## config.mk

```make
export PLATFORM = sky130hd
export DESIGN_NAME = dds_sweep_ctrl_flat
export DESIGN_NICKNAME = d
export VERILOG_FILES = /design/src/rtl/dds_pkg.sv /design/src/rtl/dds_sweep_ctrl_if.sv /design/src/rtl/dds_dwell_timer.sv /design/src/rtl/dds_sweep_ctrl.sv /design/src/flat_wrapper.sv
export SDC_FILE = /design/constraint.sdc
export NUM_CORES = 1
export LEC_CHECK = 0
export CAP_MARGIN = 20
export CELL_PAD_IN_SITES_DETAIL_PLACEMENT = 1
export CELL_PAD_IN_SITES_GLOBAL_PLACEMENT = 1
export CORE_ASPECT_RATIO = 0.9
export CORE_UTILIZATION = 40
export DETAILED_ROUTE_END_ITERATION = 8
export GPL_ROUTABILITY_DRIVEN = 1
export PLACE_DENSITY_LB_ADDON = 0.1
export SYNTH_ARGS = -nofsm -noshare
export SYNTH_HDL_FRONTEND = slang
export SYNTH_HIERARCHICAL = 1
export SYNTH_SLANG_ARGS = --single-unit
```

## constraint.sdc

```tcl
create_clock -name i_clk -period 26.1 [get_ports i_clk]
set_input_delay 5.22 -clock i_clk [delete_from_list [all_inputs] [get_ports i_clk]]
set_output_delay 5.22 -clock i_clk [all_outputs]
set_load 0.05 [all_outputs]
```

## src/rtl/dds_pkg.sv

```systemverilog
// Shared types and constants for the DDS sweep controller: FSM states,
// waveform mode codes and default port widths.
package dds_pkg;

    localparam int FW_W_DEF    = 32;
    localparam int PW_W_DEF    = 12;
    localparam int DWELL_W_DEF = 16;
    localparam int STEP_CNT_W  = 16;

    typedef enum logic [1:0] {
        ST_IDLE  = 2'd0,
        ST_LOAD  = 2'd1,
        ST_DWELL = 2'd2,
        ST_DONE  = 2'd3
    } sweep_state_e;

    localparam logic [1:0] MODE_SINE   = 2'd0;
    localparam logic [1:0] MODE_SQUARE = 2'd1;
    localparam logic [1:0] MODE_TRI    = 2'd2;
    localparam logic [1:0] MODE_SAW    = 2'd3;

endpackage

```

## src/rtl/dds_sweep_ctrl_if.sv

```systemverilog
// Sweep configuration/request inputs and DDS-facing outputs of the sweep
// controller, bundled for connection between a host (master) and the block.
interface dds_sweep_ctrl_if
    import dds_pkg::*;
#(
    parameter int FW_W    = FW_W_DEF,
    parameter int PW_W    = PW_W_DEF,
    parameter int DWELL_W = DWELL_W_DEF
);

    logic                  i_start;
    logic                  i_stop;
    logic [FW_W-1:0]       i_f_start;
    logic [FW_W-1:0]       i_f_stop;
    logic [FW_W-1:0]       i_f_step;
    logic [DWELL_W-1:0]    i_dwell;
    logic [PW_W-1:0]       i_pword;
    logic [1:0]            i_mode;
    logic                  i_continuous;

    logic [FW_W-1:0]       o_fword;
    logic                  o_fword_vld;
    logic [PW_W-1:0]       o_pword;
    logic                  o_pword_vld;
    logic [1:0]            o_mode;
    logic                  o_mode_vld;
    logic                  o_busy;
    logic                  o_done;
    logic [STEP_CNT_W-1:0] o_step_cnt;

    modport master (
        output i_start, i_stop, i_f_start, i_f_stop, i_f_step, i_dwell,
               i_pword, i_mode, i_continuous,
        input  o_fword, o_fword_vld, o_pword, o_pword_vld, o_mode, o_mode_vld,
               o_busy, o_done, o_step_cnt
    );

    modport slave (
        input  i_start, i_stop, i_f_start, i_f_stop, i_f_step, i_dwell,
               i_pword, i_mode, i_continuous,
        output o_fword, o_fword_vld, o_pword, o_pword_vld, o_mode, o_mode_vld,
               o_busy, o_done, o_step_cnt
    );

endinterface

```

## src/rtl/dds_dwell_timer.sv

```systemverilog
// Loadable down-counter timing the hold period of each tone; expire pulses
// in the last cycle of a period so the next word lands exactly D cycles later.
module dds_dwell_timer #(
    parameter int W = 16
) (
    input  logic         i_clk,
    input  logic         i_rst_n,
    input  logic         load,
    input  logic         en,
    input  logic [W-1:0] load_val,
    output logic         expire
);

    logic [W-1:0] cnt;

    always_ff @(posedge i_clk) begin
        if (!i_rst_n) begin
            cnt <= '0;
        end else if (load) begin
            cnt <= load_val;
        end else if (en && cnt != '0) begin
            cnt <= cnt - W'(1);
        end
    end

    // Parks at zero after expiring, so an unreloaded period fires only once.
    assign expire = en && (cnt == W'(1));

endmodule

```

## src/rtl/dds_sweep_ctrl.sv

```systemverilog
// Frequency-sweep controller: steps the DDS frequency word from start to stop
// in fixed increments with a programmable dwell, and issues phase/mode at start.
module dds_sweep_ctrl
    import dds_pkg::*;
#(
    parameter int FW_W    = FW_W_DEF,
    parameter int PW_W    = PW_W_DEF,
    parameter int DWELL_W = DWELL_W_DEF
) (
    input  logic             i_clk,
    input  logic             i_rst_n,
    dds_sweep_ctrl_if.slave  bus
);

    sweep_state_e          state;

    logic [FW_W-1:0]       sh_f_start;
    logic [FW_W-1:0]       sh_f_stop;
    logic [FW_W-1:0]       sh_f_step;
    logic [DWELL_W-1:0]    sh_dwell;
    logic [PW_W-1:0]       sh_pword;
    logic [1:0]            sh_mode;
    logic                  sh_cont;

    logic [FW_W-1:0]       fword_q;
    logic                  fword_vld_q;
    logic [PW_W-1:0]       pword_q;
    logic                  pword_vld_q;
    logic [1:0]            mode_q;
    logic                  mode_vld_q;
    logic                  done_q;
    logic [STEP_CNT_W-1:0] step_cnt_q;

    logic [FW_W:0]         sum;
    logic                  step_ok;
    logic                  evaluate;
    logic                  tmr_load;
    logic                  tmr_en;
    logic                  tmr_expire;

    // The extra sum bit catches a carry so the word never wraps modulo 2^FW_W.
    always_comb begin
        // NOTE: every always_comb output gets a default first so no path leaves it unassigned (no latch).
        sum      = {1'b0, fword_q} + {1'b0, sh_f_step};
        step_ok  = 1'b0;
        evaluate = 1'b0;
        if (!sum[FW_W] && (sum[FW_W-1:0] <= sh_f_stop)) begin
            step_ok = 1'b1;
        end
        // A zero step holds the start tone indefinitely instead of re-emitting it.
        if (state == ST_DWELL && tmr_expire && sh_f_step != '0) begin
            evaluate = 1'b1;
        end
    end

    assign tmr_en   = (state == ST_DWELL);
    assign tmr_load = (state == ST_LOAD) || (evaluate && (step_ok || sh_cont));

    dds_dwell_timer #(.W(DWELL_W)) u_dwell_timer (
        .i_clk    (i_clk),
        .i_rst_n  (i_rst_n),
        .load     (tmr_load),
        .en       (tmr_en),
        .load_val (sh_dwell),
        .expire   (tmr_expire)
    );

    // NOTE: shadow config has no reset; it is always written in IDLE before LOAD reads it.
    always_ff @(posedge i_clk) begin
        if (state == ST_IDLE && bus.i_start && !bus.i_stop) begin
            sh_f_start <= bus.i_f_start;
            sh_f_stop  <= bus.i_f_stop;
            sh_f_step  <= bus.i_f_step;
            sh_dwell   <= (bus.i_dwell == '0) ? DWELL_W'(1) : bus.i_dwell;
            sh_pword   <= bus.i_pword;
            sh_mode    <= bus.i_mode;
            sh_cont    <= bus.i_continuous;
        end
    end

    always_ff @(posedge i_clk) begin
        if (!i_rst_n) begin
            state       <= ST_IDLE;
            fword_q     <= '0;
            fword_vld_q <= 1'b0;
            pword_q     <= '0;
            pword_vld_q <= 1'b0;
            mode_q      <= '0;
            mode_vld_q  <= 1'b0;
            done_q      <= 1'b0;
            step_cnt_q  <= '0;
        end else begin
            // NOTE: strobes default low each cycle and are raised only where issued, making them single-cycle.
            fword_vld_q <= 1'b0;
            pword_vld_q <= 1'b0;
            mode_vld_q  <= 1'b0;
            done_q      <= 1'b0;
            if (bus.i_stop) begin
                state <= ST_IDLE;
            end else begin
                case (state)
                    ST_IDLE: begin
                        if (bus.i_start) begin
                            state <= ST_LOAD;
                        end
                    end
                    ST_LOAD: begin
                        fword_q     <= sh_f_start;
                        pword_q     <= sh_pword;
                        mode_q      <= sh_mode;
                        fword_vld_q <= 1'b1;
                        pword_vld_q <= 1'b1;
                        mode_vld_q  <= 1'b1;
                        step_cnt_q  <= '0;
                        state       <= ST_DWELL;
                    end
                    ST_DWELL: begin
                        if (evaluate) begin
                            if (step_ok) begin
                                fword_q     <= sum[FW_W-1:0];
                                fword_vld_q <= 1'b1;
                                if (step_cnt_q != '1) begin
                                    step_cnt_q <= step_cnt_q + STEP_CNT_W'(1);
                                end
                            end else if (sh_cont) begin
                                fword_q     <= sh_f_start;
                                fword_vld_q <= 1'b1;
                                step_cnt_q  <= '0;
                            end else begin
                                done_q <= 1'b1;
                                state  <= ST_DONE;
                            end
                        end
                    end
                    ST_DONE: begin
                        state <= ST_IDLE;
                    end
                    default: begin
                        state <= ST_IDLE;
                    end
                endcase
            end
        end
    end

    assign bus.o_fword     = fword_q;
    assign bus.o_fword_vld = fword_vld_q;
    assign bus.o_pword     = pword_q;
    assign bus.o_pword_vld = pword_vld_q;
    assign bus.o_mode      = mode_q;
    assign bus.o_mode_vld  = mode_vld_q;
    assign bus.o_busy      = (state != ST_IDLE);
    assign bus.o_done      = done_q;
    assign bus.o_step_cnt  = step_cnt_q;

endmodule
```

## src/flat_wrapper.sv

```systemverilog
// flat-port wrapper written by rule: the top's interface ports become plain ports
module dds_sweep_ctrl_flat import dds_pkg::*;
#(
    parameter int FW_W    = FW_W_DEF,
    parameter int PW_W    = PW_W_DEF,
    parameter int DWELL_W = DWELL_W_DEF
)
  (i_clk, i_rst_n, bus_i_start, bus_i_stop, bus_i_f_start, bus_i_f_stop, bus_i_f_step, bus_i_dwell, bus_i_pword, bus_i_mode, bus_i_continuous, bus_o_fword, bus_o_fword_vld, bus_o_pword, bus_o_pword_vld, bus_o_mode, bus_o_mode_vld, bus_o_busy, bus_o_done, bus_o_step_cnt);
  dds_sweep_ctrl_if #(.FW_W(FW_W), .PW_W(PW_W), .DWELL_W(DWELL_W)) bus_i ();
  input  logic i_clk;
  input  logic i_rst_n;
  input wire logic [$bits(bus_i.i_start)-1:0] bus_i_start;
  input wire logic [$bits(bus_i.i_stop)-1:0] bus_i_stop;
  input wire logic [$bits(bus_i.i_f_start)-1:0] bus_i_f_start;
  input wire logic [$bits(bus_i.i_f_stop)-1:0] bus_i_f_stop;
  input wire logic [$bits(bus_i.i_f_step)-1:0] bus_i_f_step;
  input wire logic [$bits(bus_i.i_dwell)-1:0] bus_i_dwell;
  input wire logic [$bits(bus_i.i_pword)-1:0] bus_i_pword;
  input wire logic [$bits(bus_i.i_mode)-1:0] bus_i_mode;
  input wire logic [$bits(bus_i.i_continuous)-1:0] bus_i_continuous;
  output wire logic [$bits(bus_i.o_fword)-1:0] bus_o_fword;
  output wire logic [$bits(bus_i.o_fword_vld)-1:0] bus_o_fword_vld;
  output wire logic [$bits(bus_i.o_pword)-1:0] bus_o_pword;
  output wire logic [$bits(bus_i.o_pword_vld)-1:0] bus_o_pword_vld;
  output wire logic [$bits(bus_i.o_mode)-1:0] bus_o_mode;
  output wire logic [$bits(bus_i.o_mode_vld)-1:0] bus_o_mode_vld;
  output wire logic [$bits(bus_i.o_busy)-1:0] bus_o_busy;
  output wire logic [$bits(bus_i.o_done)-1:0] bus_o_done;
  output wire logic [$bits(bus_i.o_step_cnt)-1:0] bus_o_step_cnt;
  assign bus_i.i_start = bus_i_start;
  assign bus_i.i_stop = bus_i_stop;
  assign bus_i.i_f_start = bus_i_f_start;
  assign bus_i.i_f_stop = bus_i_f_stop;
  assign bus_i.i_f_step = bus_i_f_step;
  assign bus_i.i_dwell = bus_i_dwell;
  assign bus_i.i_pword = bus_i_pword;
  assign bus_i.i_mode = bus_i_mode;
  assign bus_i.i_continuous = bus_i_continuous;
  assign bus_o_fword = bus_i.o_fword;
  assign bus_o_fword_vld = bus_i.o_fword_vld;
  assign bus_o_pword = bus_i.o_pword;
  assign bus_o_pword_vld = bus_i.o_pword_vld;
  assign bus_o_mode = bus_i.o_mode;
  assign bus_o_mode_vld = bus_i.o_mode_vld;
  assign bus_o_busy = bus_i.o_busy;
  assign bus_o_done = bus_i.o_done;
  assign bus_o_step_cnt = bus_i.o_step_cnt;
  dds_sweep_ctrl #(.FW_W(FW_W), .PW_W(PW_W), .DWELL_W(DWELL_W)) u_core (.i_clk(i_clk), .i_rst_n(i_rst_n), .bus(bus_i));
endmodule
```

# Word level (Yosys, flattened, before mapping)
# Cells that the tools add are included.
# W data, S select, Z words.
# op_classes
eq_ne	11
mul	0
n_bitwise	4
shift	0
reduce_logical	25
n_mux	24
div	0
addsub	3
order_cmp	1
# ops
operator	n
$mux W16	6
$mux W32	3
$pmux W32 S2	1
$add A32 B32 Y33	1
$le A32 B32 Y1	1
$pmux W16 S2	1
$reduce_bool A32 Y1	1
$add A16 B1 Y16 const B	1
$eq A16 B1 Y1 const B	1
$logic_not A16 Y1	1
$ne A16 B16 Y1 const B	1
$reduce_bool A16 Y1	1
$sub A16 B1 Y16 const B	1
$logic_and A1 B1 Y1	8
$mux W2	4
$pmux W2 S4	1
$reduce_and A4 Y1	2
$mux W1	7
$ne A2 B2 Y1 const B	3
$reduce_bool A2 Y1	3
$reduce_and A5 Y1	1
$reduce_or A5 Y1	1
$eq A2 B2 Y1 const B	2
$not A1 Y1	4
10 further kinds	12
# word_totals
output_inout_bits	67
rom_bits	0
regBits	210
latchBits	0
ramBits	0
n_memories	0
wordCells	84

# Longest topological paths before layout
# Gate-level depths: netlist (run 1).
# depth
word_depth	8
mapped_depth	23
ltp_nobuf	23

# Hierarchy
# The synthesis (run 1) kept the hierarchy.
# modules_own_cells
mod	cells_each	n_inst	area_each_um2
dds_sweep_ctrl	922	1	9666.8
dds_dwell_timer	123	1	994.7

# Least setup slack after synthesis (run 1)
# No wires, ideal clock.
# synth_timing
path_kind	input to register
startpoint	in bus_i_stop
endpoint	reg u_core.sh_cont (enable)
path_stages	1
path_slack_ns	10.948
setup_time_ns	0.795
t_required_ns	25.305
path_buffers	0
arrival_time_ns	14.357
path_cell_list	nor3b_1
# synth_between
elab_chain_cells	2
# synth_rtl
item	line	rtl
from (decl)	flat_wrapper.sv:13	input wire logic [$bits(bus_i.i_stop)-1:0] bus_i_stop;
$logic_not A1 Y1	dds_sweep_ctrl.sv:70	if (state == ST_IDLE && bus.i_start && !bus.i_stop) begin
$logic_and A1 B1 Y1	dds_sweep_ctrl.sv:70	
to (signal assigned)	dds_sweep_ctrl.sv:77	sh_cont <= bus.i_continuous;
to (decl)	dds_sweep_ctrl.sv:23	logic sh_cont;
# Every way passes these cells.
# A chain may end at the register's enable or synchronous reset.

# Final worst setup path (run 1)
# layout_timing
startpoint	in bus_i_stop
endpoint	reg u_core.sh_f_start[3] (enable)
# layout_between
elab_chain_cells	2
# layout_rtl
item	line	rtl
$logic_not A1 Y1	dds_sweep_ctrl.sv:70	
$logic_and A1 B1 Y1	dds_sweep_ctrl.sv:70	
to (signal assigned)	dds_sweep_ctrl.sv:71	sh_f_start <= bus.i_f_start;
to (decl)	dds_sweep_ctrl.sv:17	logic [FW_W-1:0] sh_f_start;
# Every way passes these cells.

==> impl_metrics.tcl, run 1 <==
set metrics [dict create \
    ant_nets 0 \
    crit_family "buffers and inverters" \
    rsz0062_at_grt "no" \
    tns_ps 0 \
    grt_max_degree 79 \
    row_count 56 \
    ys_types 76 \
    path_clk_slew_ps 60 \
    hold_start "u_core/bus.o_pword[5]$_SDFFE_PN0P_" \
    worst-setup-path-type "input port to register" \
    ys.flop_type "edfxtp_1" \
    worst_setup_path_end_kind "register" \
    postCtsSetupBuffers 0 \
    dp.cells 1538 \
    worstPathCellList "clkdlybuf4s50_1, nor3b_2, buf_4, buf_4" \
    place_hpwl_um 21900 \
    clock.fmax_mhz 135 \
    status "finished, final reports clean" \
    fin_worst_skew_ps 15.0 \
    hold_depth 2 \
    r2r-start "u_core/sh_f_step[1]$_DFFE_PP_" \
    clock-root-buffer "clkbuf_16" \
    wl_per_cell_um 19.2 \
    min_path_type "register to register" \
    die_w_um 174 \
    crit_buf_inv 3 \
    die_h_um 157 \
    worst_r2r_endpoint "u_core/u_dwell_timer/cnt[2]$_SDFFE_PN0P_" \
    setup_violations 0 \
    finalWirelength_um 30500 \
    vias_per_cell 5.46 \
    drt_iter0_drc 453 \
    p_per_area_nw_per_um2 61.3 \
    numPortBuffers 197 \
    syn_avg_cell_area_sq_um 10.2 \
    async_reset_ff_share_pct 0 \
    cts_resized 0 \
    p_total_uw 834 \
    cap_violations 0 \
    syn_to_final_growth_pct 27.7 \
    final_nets 1420 \
    finalMaxSlewViolations 0 \
    ios 198 \
    crit_top_cell "buf_4" \
    p_leak_nw 5.08 \
    hold_end "u_core/bus.o_pword[5]$_SDFFE_PN0P_" \
    synthCells 1045 \
    syn_area_sq_um 10700 \
    ys_warn_count 6 \
    core-area_sq_um 26100 \
    rr_worst_depth 20 \
    drc 0 \
    cp_slowest_cell "buf_4" \
    grt_pass1_vias 8665 \
    crit_arrival_ps 7510 \
    ctsHtreeMaxLevel 1 \
    yosysSeqAreaShare_pct 51.4 \
    finalCritPeriodShare_pct 28.3 \
    gr-usage-all-layers_pct 22.1 \
    cp-start-kind "input port" \
    ir_worst_vdd_mv 0.0435 \
    worstPathRequired_ps 26230 \
    antennaDiodeCount 0 \
    fin_crit_ps 7380 \
    num_vias 8649 \
    drt_pass1_iterations 5 \
    cts_buffers 24 \
    tightest_slew_ps 1090 \
    antenna_found_initial 0 \
    clk_latency_ps 520 \
    grt_first_pass_wirelength_um 47800 \
    clock_sink_count 210 \
    final_cell_count_no_fill 1583 \
    cts.path.max_buffers 3 \
    cts_hold_buf 0 \
    drive_above_1_share_pct 6.07 \
    ys_ff_latch 210 \
    relSlewSlack_pct 27.2 \
    crit_fanout 78 \
    worst_path_largest_cell_delay_ps 920 \
    post-route-util_pct 52.1 \
    cts_tree "done" \
    place.gp.congestion 0.828 \
    hold_violations 0 \
    r2r_setup_slack_ps 19250 \
    floorplan.initialDensity_pct 40.8 \
    gr-total-overflow 0 \
    synth_edf_count 127 \
    synth_nets 1248 \
    dieArea_sq_um 27300 \
]
[cell usage in the layout (no fill, tap or decap), types with 9 or more instances in the layout]
| master | count |
|---|---|
| o21ai_1 | 11 |
| nor4_1 | 18 |
| nor2_1 | 39 |
| o211ai_1 | 16 |
| a21oi_1 | 144 |
| or4_1 | 9 |
| xnor2_1 | 20 |
| inv_1 | 61 |
| ha_1 | 71 |
| edfxtp_1 | 127 |
| clkbuf_16 | 25 |
| nor3_1 | 13 |
| clkdlybuf4s50_1 | 196 |
| dfxtp_1 | 83 |
| a21o_1 | 21 |
| o21ai_0 | 66 |
| nand2b_1 | 15 |
| a31oi_1 | 12 |
| nand3_1 | 16 |
| nand2_1 | 94 |
| nand4_1 | 14 |
[area by class of cell]
type	instances	area [sq um]
clock buffer	34	669
clock inverter	10	53.8
fill	2837	12500
inverter	64	240
multi-input combinational	712	4710
sequential	210	5480
tap	348	435
timing repair buffer	205	2030
[sequential cells by signal, summed over array words and instances (netlist names), 12 cells and up]
name / cells
u_core/bus.o_fword: 32
u_core/bus.o_pword: 12
u_core/bus.o_step_cnt: 16
u_core/sh_dwell: 16
u_core/sh_f_start: 32
u_core/sh_f_step: 32
u_core/sh_f_stop: 32
u_core/sh_pword: 12
u_core/u_dwell_timer/cnt: 16
[power by group]
part           internal [mW]  total, mW  switching, mW
Clock                  0.179      0.312          0.133
Combinational         0.0592      0.143         0.0838
Sequential             0.369      0.379         0.0101
[synthesized netlist by cell type, drive strengths merged, types with 9 or more instances]
cell	n	share of area, %
nor2	39	1.4
a21o	21	1.5
o21ai	79	3.8
nand3	17	0.85
buf	19	1.0
a21oi	145	6.8
nor3	14	0.70
nand2	94	3.3
o211ai	16	1.1
inv	62	2.2
dfxtp	83	16
or4	9	0.63
nand4	14	0.82
xnor2	20	1.6
ha	71	8.3
clkbuf	40	1.4
a31oi	13	0.90
edfxtp	127	36
nor4	18	1.1
nand2b	15	0.88
[worst max path at each step]
stage,from,endpoint,cells past startpoint
finish,bus_i_stop,u_core/sh_f_start[3]$_DFFE_PP_,4
global placement,bus_i_stop,u_core/sh_f_stop[12]$_DFFE_PP_,4
floorplan,bus_i_stop,u_core/sh_cont$_DFFE_PP_,1
global route,bus_i_stop,u_core/sh_f_step[4]$_DFFE_PP_,4
CTS,bus_i_stop,u_core/sh_f_start[18]$_DFFE_PP_,4
detailed placement,bus_i_stop,u_core/sh_f_start[18]$_DFFE_PP_,4
[worst reg2reg max path, cell delays in order (launching register included)]
cell	delay (ps)
edfxtp_1	420
ha_1	310
a211o_1	320
a211oi_1	400
o21bai_1	160
a31oi_1	350
a41oi_1	310
a41oi_1	370
xnor2_1	160
ha_1	330
nand4_1	210
nor4_1	910
nand3_1	380
a221oi_2	490
o211a_4	290
nor2_1	50
o21bai_1	120
buf_4	260
clkinv_1	440
o21ai_0	380
a21oi_1	70
[cells by family (layout without fill, tap and decap cells)]
logic type	count (synthesis)	count (layout)	synth area share (%)
XOR/XNOR	27	27	2.22
flip-flops	210	210	51.4
multiplexers	4	4	0.387
buffers and inverters	123	313	4.67
AND/OR/NAND/NOR	266	266	12.8
AO/OA/AOI/OAI	343	343	20.0
adder cells (fa/ha/maj)	72	72	8.52
[metal layers]
layer	GRT usage, %	vias up	wire length, um
met2	35.0	193	13500
met4	4.76	0	519
met1	31.8	4199	15100
met5	0	-	0
met3	3.69	33	1380
li1	-	4224	-
[metrics by stage]
step                      hold slack (ps)  cell area [sq um]  worst slack [ps]
after detailed placement              447              12900             18230
after floorplan                       441              10700             10950
final                                 452              13600             18720
after global placement                442              12900             18320
after CTS                             455              13600             18750
after global routing                  471              13600             18640
(Power assumes the default switching activity.)
==> inputs of run 2 (changes only) <==
- clock period: 26.1 -> 7.25 ns (I/O delays scaled with it)
==> run 2 against run 1 <==
Against the previous run:
- critical path depth grew 15
- combinational power grew to 3.6 times the previous value
- final cell count barely moved
- critical endpoint is now u_core/u_dwell_timer/cnt[5]$_SDFFE_PN0P_
- largest cell class unchanged
- largest power group unchanged
==> impl_metrics.tcl, run 2 (same netlist as run 1, synthesis figures left out) <==
set metrics [dict create \
    status "finished, final reports clean" \
    gr-total-overflow 0 \
    cts_buffers 24 \
    drive_above_1_share_pct 6.24 \
    dieArea_sq_um 27300 \
    row_count 56 \
    tightest_slew_ps 897 \
    worst_setup_path_end_kind "register" \
    grt_pass1_vias 8555 \
    p_seq_share_pct 43.9 \
    drt_pass1_iterations 5 \
    ir_worst_vdd_mv 0.153 \
    clock_sink_count 210 \
    drt_iter0_drc 537 \
    antenna_found_initial 0 \
    p_per_area_nw_per_um2 227 \
    final_common_cell "clkdlybuf4s50_1" \
    crit_arrival_ps 6830 \
    numPortBuffers 197 \
    clk_latency_ps 520 \
    hold_start "u_core/bus.o_pword[2]$_SDFFE_PN0P_" \
    cts.path.max_buffers 3 \
    cp_slowest_cell "clkinv_1" \
    worst-setup-path-type "register to register" \
    vias_per_cell 5.43 \
    clock-root-buffer "clkbuf_16" \
    path_clk_slew_ps 60 \
    power.share.clock_pct 39.6 \
    grt_first_pass_wirelength_um 47100 \
    place.gp.congestion 0.810 \
    worst_path_largest_cell_delay_ps 640 \
    r2r-start "u_core/sh_f_step[1]$_DFFE_PP_" \
    cts_resized 0 \
    cts_hold_buf 0 \
    die_h_um 157 \
    clock.fmax_mhz 155 \
    finalWirelength_um 30000 \
    p_leak_nw 5.11 \
    worstPathRequired_ps 7640 \
    ant_nets 0 \
    syn_to_final_growth_pct 28.5 \
    place_hpwl_um 21900 \
    gr-usage-all-layers_pct 21.9 \
    final_cell_mix "clkdlybuf4s50_1, a21oi_1, edfxtp_1" \
    ios 198 \
    swShare_pct 26.8 \
    min_path_type "register to register" \
    finalMaxSlewViolations 0 \
    relSlewSlack_pct 40.2 \
    antennaDiodeCount 0 \
    num_vias 8596 \
    cp-start-kind "register" \
    switching_power_uw 832 \
    floorplan.initialDensity_pct 40.8 \
    crit_fanout 19 \
    setup_violations 0 \
    drc 0 \
    ctsHtreeMaxLevel 1 \
    tns_ps 0 \
    hold_depth 2 \
    fin_crit_ps 6440 \
    fin_worst_skew_ps 12.3 \
    cts_tree "done" \
    worstPathCellList "ha_1, a211o_1, a211oi_1, o21bai_1, a31oi_1, a41oi_1, a41oi_1, xnor2_1, ha_1, nand4_1, nor4_1, nand3_1, a221oi_2, o211a_4, nor2_1, o21bai_1, clkinv_1, o21ai_0, a31oi_1" \
    grt_max_degree 113 \
    hold_violations 0 \
    die_w_um 174 \
    final_nets 1419 \
    hold_end "u_core/bus.o_pword[2]$_SDFFE_PN0P_" \
    finalCritPeriodShare_pct 88.8 \
    r2r_setup_slack_ps 810 \
    rr_worst_depth 19 \
    power_frac_comb_pct 16.5 \
    core-area_sq_um 26100 \
    wl_per_cell_um 19.0 \
    p_total_mw 3.11 \
    cap_violations 0 \
    postCtsSetupBuffers 0 \
    rsz0062_at_grt "no" \
    power.internal_mw 2.28 \
    worst_r2r_endpoint "u_core/u_dwell_timer/cnt[5]$_SDFFE_PN0P_" \
]
[run 2: changes by cell type in the layout (fill, tap and decap cells not counted), sizes merged]
cell	before	now
clkbuf	34	27
clkinv	9	12
clkinvlp	1	2
bufinv	0	3
buf	9	8
[run 2: final cells by class]
class,count,area [sq um]
Inverter,64,240
Clock inverter,17,168
Fill cell,2876,12400
Tap cell,348,435
Multi-Input combinational cell,712,4720
Sequential cell,210,5480
Clock buffer,27,633
Timing Repair Buffer,204,2030
[run 2: critical path: cells and delay by family (launching register included)]
| kind | cells | cell delay (ps) |
|---|---|---|
| buffers and inverters | 1 | 640 |
| and+or+nand+nor | 4 | 990 |
| DFF | 1 | 420 |
| AOI/OAI and AO/OA | 11 | 3490 |
| adders and majority gates | 2 | 620 |
| xor gates and xnor gates | 1 | 120 |
[run 2: power by group through the flow]
stage | logic [mW] | registers [mW] | clock network [mW]
6_report | 0.514 | 1.36 | 1.23
5_1_grt | 0.563 | 1.37 | 1.30
4_1_cts | 0.514 | 1.36 | 1.27
3_5_place_dp | 0.510 | 1.39 | 0
3_3_place_gp | 0.503 | 1.39 | 0
2_1_floorplan | 0.276 | 1.43 | 0
[run 2: worst max-delay path by stage]
stage	startpoint	to	slack [ps]	cells after the start
final	u_core/sh_f_step[1]$_DFFE_PP_	u_core/u_dwell_timer/cnt[5]$_SDFFE_PN0P_	810	19
after global routing	u_core/sh_f_step[1]$_DFFE_PP_	u_core/u_dwell_timer/cnt[5]$_SDFFE_PN0P_	40	19
after CTS	u_core/sh_f_step[1]$_DFFE_PP_	u_core/u_dwell_timer/cnt[5]$_SDFFE_PN0P_	760	19
after detailed placement	u_core/sh_f_step[1]$_DFFE_PP_	u_core/u_dwell_timer/cnt[10]$_SDFFE_PN0P_	810	19
after global placement	u_core/sh_f_step[1]$_DFFE_PP_	u_core/u_dwell_timer/cnt[14]$_SDFFE_PN0P_	1000	19
after floorplan	bus_i_stop	u_core/sh_cont$_DFFE_PP_	370	1
[run 2: layer usage]
layer,GRT usage (%),wire (um),up-vias
met5,0,0,-
met2,33.8,13200,219
met4,5.01,528,0
met3,3.04,1370,34
met1,32.3,14900,4129
li1,-,-,4214
[run 2: through the flow]
step	hold WS, ps	cell area [sq um]	cells	worst slack [ps]	utilization (%)
2_1_floorplan	441	10700	1045	372	-
3_3_place_gp	444	12900	1537	996	49.3
3_5_place_dp	449	12900	1537	805	49.3
4_1_cts	457	13700	1581	758	52.4
5_1_grt	485	13700	1582	43.6	52.4
6_report	451	13700	1582	814	52.4
